File: src/rtl/id_ex_operand_stage.sv
// ID/EX pipeline register with MEM/WB operand forwarding.
// Feeds srca/srcb/alucontrol to the ALU and store data/destination to EX/MEM.
module id_ex_operand_stage #(
    parameter int DW  = 32,
    parameter int RAW = 5
) (
    input  logic           clk,
    input  logic           rst_n,
    input  logic           stall,
    input  logic           flush,
    input  logic           id_valid,
    input  logic [DW-1:0]  id_rd1,
    input  logic [DW-1:0]  id_rd2,
    input  logic [DW-1:0]  id_imm,
    input  logic [4:0]     id_shamt,
    input  logic [3:0]     id_alucontrol,
    input  logic           id_alusrc,
    input  logic           id_shiftsrc,
    input  logic           id_regwrite,
    input  logic [RAW-1:0] id_rs,
    input  logic [RAW-1:0] id_rt,
    input  logic [RAW-1:0] id_writereg,
    input  logic           mem_regwrite,
    input  logic [RAW-1:0] mem_writereg,
    input  logic [DW-1:0]  mem_aluout,
    input  logic           wb_regwrite,
    input  logic [RAW-1:0] wb_writereg,
    input  logic [DW-1:0]  wb_result,
    output logic [DW-1:0]  srca,
    output logic [DW-1:0]  srcb,
    output logic [3:0]     alucontrol,
    output logic [DW-1:0]  ex_wdata,
    output logic           ex_valid,
    output logic           ex_regwrite,
    output logic [RAW-1:0] ex_writereg,
    output logic [1:0]     fwd_a,
    output logic [1:0]     fwd_b
);

    typedef struct packed {
        logic           valid;
        logic           regwrite;
        logic [3:0]     alucontrol;
        logic           alusrc;
        logic           shiftsrc;
        logic [4:0]     shamt;
        logic [DW-1:0]  rd1;
        logic [DW-1:0]  rd2;
        logic [DW-1:0]  imm;
        logic [RAW-1:0] rs;
        logic [RAW-1:0] rt;
        logic [RAW-1:0] writereg;
    } id_ex_t;

    id_ex_t ex_q, ex_d;

    // The all-zero value is the bubble, so flush and reset share it.
    always_comb begin
        ex_d = ex_q;
        if (flush) begin
            ex_d = '0;
        end else if (!stall) begin
            ex_d.valid      = id_valid;
            ex_d.regwrite   = id_regwrite & id_valid;
            ex_d.alucontrol = id_alucontrol;
            ex_d.alusrc     = id_alusrc;
            ex_d.shiftsrc   = id_shiftsrc;
            ex_d.shamt      = id_shamt;
            ex_d.rd1        = id_rd1;
            ex_d.rd2        = id_rd2;
            ex_d.imm        = id_imm;
            ex_d.rs         = id_rs;
            ex_d.rt         = id_rt;
            ex_d.writereg   = id_writereg;
        end
    end

    always_ff @(posedge clk or negedge rst_n) begin
        if (!rst_n) begin
            ex_q <= '0;
        end else begin
            ex_q <= ex_d;
        end
    end

    logic mem_a_hit, mem_b_hit, wb_a_hit, wb_b_hit;
    logic [DW-1:0] fwd_a_val, fwd_b_val;

    assign mem_a_hit = mem_regwrite && (mem_writereg != '0)
                    && (mem_writereg == ex_q.rs);
    assign mem_b_hit = mem_regwrite && (mem_writereg != '0)
                    && (mem_writereg == ex_q.rt);
    assign wb_a_hit  = wb_regwrite && (wb_writereg != '0)
                    && (wb_writereg == ex_q.rs);
    assign wb_b_hit  = wb_regwrite && (wb_writereg != '0)
                    && (wb_writereg == ex_q.rt);

    // MEM holds the younger result, so it wins over WB.
    always_comb begin
        fwd_a     = 2'b00;
        fwd_a_val = ex_q.rd1;
        if (mem_a_hit) begin
            fwd_a     = 2'b10;
            fwd_a_val = mem_aluout;
        end else if (wb_a_hit) begin
            fwd_a     = 2'b01;
            fwd_a_val = wb_result;
        end
    end

    always_comb begin
        fwd_b     = 2'b00;
        fwd_b_val = ex_q.rd2;
        if (mem_b_hit) begin
            fwd_b     = 2'b10;
            fwd_b_val = mem_aluout;
        end else if (wb_b_hit) begin
            fwd_b     = 2'b01;
            fwd_b_val = wb_result;
        end
    end

    assign srca        = ex_q.shiftsrc ? {{(DW-5){1'b0}}, ex_q.shamt}
                                       : fwd_a_val;
    assign srcb        = ex_q.alusrc ? ex_q.imm : fwd_b_val;
    assign ex_wdata    = fwd_b_val;
    assign alucontrol  = ex_q.alucontrol;
    assign ex_valid    = ex_q.valid;
    assign ex_regwrite = ex_q.regwrite;
    assign ex_writereg = ex_q.writereg;

endmodule

File: config.mk
export PLATFORM = sky130hd
export DESIGN_NAME = id_ex_operand_stage
export DESIGN_NICKNAME = d
export VERILOG_FILES = /design/src/rtl/id_ex_operand_stage.sv
export SDC_FILE = /design/constraint.sdc
export NUM_CORES = 1
export LEC_CHECK = 0
export CORE_MARGIN = 10
export CORE_UTILIZATION = 41
export CTS_BUF_LIST = sky130_fd_sc_hd__clkbuf_2
export CTS_CLUSTER_DIAMETER = 120
export DETAILED_ROUTE_END_ITERATION = 10
export GPL_TIMING_DRIVEN = 0
export HOLD_SLACK_MARGIN = 0.06
export PLACE_DENSITY_LB_ADDON = 0.05
export SYNTH_ARGS = -nofsm -noshare
export SYNTH_HDL_FRONTEND = slang
export SYNTH_SLANG_ARGS = --single-unit
File: constraint.sdc
create_clock -name clk -period 6.15 [get_ports clk]
set_clock_uncertainty 0.2 [all_clocks]
set_input_delay 0.615 -clock clk [delete_from_list [all_inputs] [get_ports clk]]
set_output_delay 0.615 -clock clk [all_outputs]
set_load 0.02 [all_outputs]
Yosys cells after proc, flatten, opt, wreduce, memory -nomap -nowiden
Cells that the tools add are included.

Eq/ne operators: 5. Muxes and demuxes: 12. Bitwise operators: 1. Reduce and logical (&&, ||, !) cells: 8.

Operator list (count): 124-bit 2-to-1 mux (2); 32-bit 2-to-1 mux (6); 5-bit equality test (4); 5-bit nonzero test (2); 1-bit logical AND (6); 2-bit 2-to-1 mux (2); 1-bit 2-to-1 mux (2); 2-bit by 1-bit != test with 1-bit output (second input constant) (1); 1-bit AND (1).

Flip-flop bits (word level): 124.

Logic depth before layout (Yosys ltp)
Depth in word-level cells: 6. Mapped depth: 7.

Worst setup path before layout
OpenSTA, ideal clock, no wires.

Path kind: input to output. Start point: input port wb_writereg[1]. End point: output port srca[12]. Arrival: 2.497 ns. Required time: 5.335 ns. Slack: 2.838 ns. Cell stages on the path: 7. Path buffers: 2. Cell sequence: or4_1 > o21a_4 > and3_1 > buf_6 > buf_6 > mux2i_1 > a211oi_1.

Cells in the longest elaborated chain, start to end: 6. Elaborated cells on any way between the ends: 7.

Ends and longest elaborated chain: start: declaration (line 27) `input logic [RAW-1:0] wb_writereg,`; 5-bit nonzero test (line 93) `assign wb_a_hit = wb_regwrite && (wb_writereg != '0)`; 1-bit logical AND (line 93); 1-bit logical AND (*) (line 94) `&& (wb_writereg == ex_q.rs);`; 32-bit 2-to-1 mux (*) (line 105) `end else if (wb_a_hit) begin`; 32-bit 2-to-1 mux (*) (line 102) `if (mem_a_hit) begin`; 32-bit 2-to-1 mux (*) (line 123) `assign srca = ex_q.shiftsrc ? {{(DW-5){1'b0}}, ex_q.shamt}`; end: declaration (line 29) `output logic [DW-1:0] srca,`.

Every way passes the cells marked *; elsewhere a longest branch is shown, timed or not.

Worst setup path in the final report
Start point: input port mem_writereg[1]. End point: output port srcb[20].

Cells in the longest elaborated chain, start to end: 5. Elaborated cells on any way between the ends: 6.

Ends and longest elaborated chain: start: declaration (line 24) `input logic [RAW-1:0] mem_writereg,`; 5-bit nonzero test (line 91) `assign mem_b_hit = mem_regwrite && (mem_writereg != '0)`; 1-bit logical AND (line 91); 1-bit logical AND (*) (line 92) `&& (mem_writereg == ex_q.rt);`; 32-bit 2-to-1 mux (*) (line 114) `if (mem_b_hit) begin`; 32-bit 2-to-1 mux (*) (line 125) `assign srcb = ex_q.alusrc ? ex_q.imm : fwd_b_val;`; end: declaration (line 30) `output logic [DW-1:0] srcb,`.

Marks and branches as above.

==> impl_metrics.toml <==
[drt]
vias = 7191
viasPerCell = 5.25
ant_nets = 0
routed_wl_um = 30700
first_pass_iters = 6
wl_per_cell_um = 22.4
drt_iter0_markers = 462
drc = 0

[power]
p_switching_mw = 0.674
p_int_mw = 1.34
peakVddDrop_v = 0.0000963
powerDensity_nw_per_um2 = 179
p_comb_frac = 0.333
p_clk_frac = 0.225
p_leak_nw = 5.09
switching_share = 0.335
power_frac_seq = 0.441

[logic_synthesis]
synth-xor-area-share = 0.0229
syn_inst = 794
yosys_warnings = 0
synthTopCellsByArea = "dfrtp_1 41%, mux2i_1 24%, nor2_1 9.4%, a221oi_2 5.7%, a211oi_1 2.9%"
synth_nets = 998
synthSimpleGateAreaFrac = 0.132
ys_seq_elements = 124
syn_area_sq_um = 7650
synth_top_area_cell = "dfrtp_1"
synth_compound_area_frac = 0.127
async_flop_share = 1.00
synthMuxAreaShare = 0.238
synth_cell_type_count = 33
synth-edff-count = 0
ys_seq_area_frac = 0.406
synth_top_family_by_area = "multiplexers"
yosys.area.top_type_share = 0.406
synthAdderAreaFrac = 0
syn_avg_cell_area_sq_um = 9.63
synth_flop_cell = "dfrtp_1"

[cells_and_area]
nNetsFinal = 1331
final_core_util = 0.622
syn2layout_area_growth_pct = 47.5
drive_above_1_share = 0.0888
layout_common_cells = "311 x clkdlybuf4s50_1, 192 x nor2_1, 182 x mux2i_1, 124 x dfrtp_1, 38 x inv_1"
final_common_cell = "clkdlybuf4s50_1"
design_area_sq_um = 11300

[sta]
fin_crit_ns = 4.52
tns_ns = 0
finalSetupViolations = 0
worst_pin_slew_ns = 0.999
max_freq_ghz = 0.221
drv_slew = 0
period_share = 0.734
slew_headroom = 0.334
rsz0062_at_grt = "no"
hold_viol = 0

[grt]
grtUsageTotal = 0.244
grt.overflow.total = 0
grt_max_degree = 67
antenna_found_initial = 2
grt_pass1_wl_um = 45600
grt_pass1_vias = 7502

[setup_path]
cp_common_cell = "clkdlybuf4s50_1"
path_max_fanout = 10
crit_path_max_incr_delay_ns = 0.69
endpoint_kind = "output port"
start_kind = "input pin"
path_cells = "clkdlybuf4s50_1, or4_1, o211a_1, nand3_2, buf_1, nor3_1, a221oi_2, clkdlybuf4s50_1"
r2r-start = "ex_q[117]$_DFFE_PN0P_"
critPathArrivalTime_ns = 3.70
required_ns = 5.33
path_class = "in2out"
cp-startpoint = "mem_writereg[1]"
cp_slowest_cell = "clkdlybuf4s50_1"

[floorplanning]
num_io_pins = 315
start_util = 0.421
die_w_um = 157
core_sq_um = 18100
fp-row-count = 49
fp.dieH_um = 157
die-area_sq_um = 24500

[placement]
port_buffers = 312
gp_congestion = 0.883
place_hpwl_um = 23800
postPlaceCellArea_sq_um = 11100

[clocking]
clk_pin_slew_ns = 0.20
cts_sinks = 124
insertion_delay_ns = 0.70
cts_buffer_depth = 2
cts_setup_buffers = 0
numCtsBuffers = 17
clock-root-buffer = "clkbuf_2"
cts_tree = "built"
htreeDepth = 4
cts_resized = 0

[flow_run]
max_cap_viol_count = 0

[status]
outcome = "completed"

[hold_path]
hold_class = "in2async"
## repair_timing
action,CTS,global route
hold buffers,1,0
endpoints found under the setup margin,0,0
hold endpoints to repair,58,0
## power by group through the flow
stage / Sequential (mW) / Clock (mW) / Combinational (mW)
2_1_floorplan: 0.897 / 0 / 0.315
3_3_place_gp: 0.904 / 0 / 0.665
6_report: 0.889 / 0.454 / 0.671
5_1_grt: 0.895 / 0.503 / 0.716
3_5_place_dp: 0.904 / 0 / 0.672
4_1_cts: 0.889 / 0.471 / 0.675
## through the flow
stage	hold slack, ns	instances	setup WS, ns	power [mW]
floorplan	0.119	794	2.84	1.21
global placement	0.298	1335	-0.975	1.57
detailed placement	0.312	1336	1.69	1.58
CTS	0.184	1366	1.69	2.04
global route	0.192	1368	1.61	2.11
finish	0.224	1369	1.63	2.01
## synthesized netlist by cell type (5+ instances only)
cell and n:
o31ai_1 5, a21oi_1 33, mux2i_1 182, nand2_1 7, nor2_1 192, xor2_1 11
nor3_1 34, clkbuf_1 26, buf_2 12, a211oi_1 30, dfrtp_1 124, buf_1 17
buf_4 15, a221oi_2 29, inv_1 38, a31oi_1 5, buf_6 6, xnor2_1 9
## kinds of logic after synthesis
logic type,after synthesis
xor gates and xnor gates,20
buffers and inverters,116
muxes,182
AOI/OAI and AO/OA,109
and+or+nand+nor,243
DFF,124
## per-layer routing
layer | GRT usage | part of all wire | vias up
li1 | - | - | 3420
met1 | 0.299 | 0.42 | 3463
met2 | 0.398 | 0.47 | 279
met3 | 0.0874 | 0.086 | 29
met4 | 0.0629 | 0.018 | 0
met5 | 0 | 0 | -
## state kept, by name, summed over array words and instances, names as in the netlist
| register | cells |
|---|---|
| alucontrol | 4 |
| ex_writereg | 5 |
| ex_regwrite | 1 |
| ex_valid | 1 |
| ex_q | 113 |
## worst paths after layout
check	endpoint	slack, ns	depth (start not counted)
min reg2reg	ex_q[60]$_DFFE_PN0P_	0.34	2
min	ex_q[21]$_DFFE_PN0P_	0.22	2
min in group clk	ex_q[51]$_DFFE_PN0P_	0.27	3
max in group asynchronous	ex_q[43]$_DFFE_PN0P_	4.74	3
max	srcb[20]	1.63	8
max reg2reg	ex_q[117]$_DFFE_PN0P_	4.15	4
## cell type report
class                      instances  area, sq um
buffer                            77          422
tap                              229          287
clock buffer                      20          100
inverter                          39          146
multi-input combinational        554         3980
antenna                            3         7.51
timing repair buffer             314         3160
clock inverter                     9         76.3
sequential                       124         3100
fill                            1636         6870
## critical path: cells and delay by family
| kind | cells | cell delay [ns] |
|---|---|---|
| buffers and inverters | 3 | 1.77 |
| AOI/OAI and AO/OA | 2 | 0.43 |
| and+or+nand+nor | 3 | 0.87 |
(Power assumes the default switching activity.)
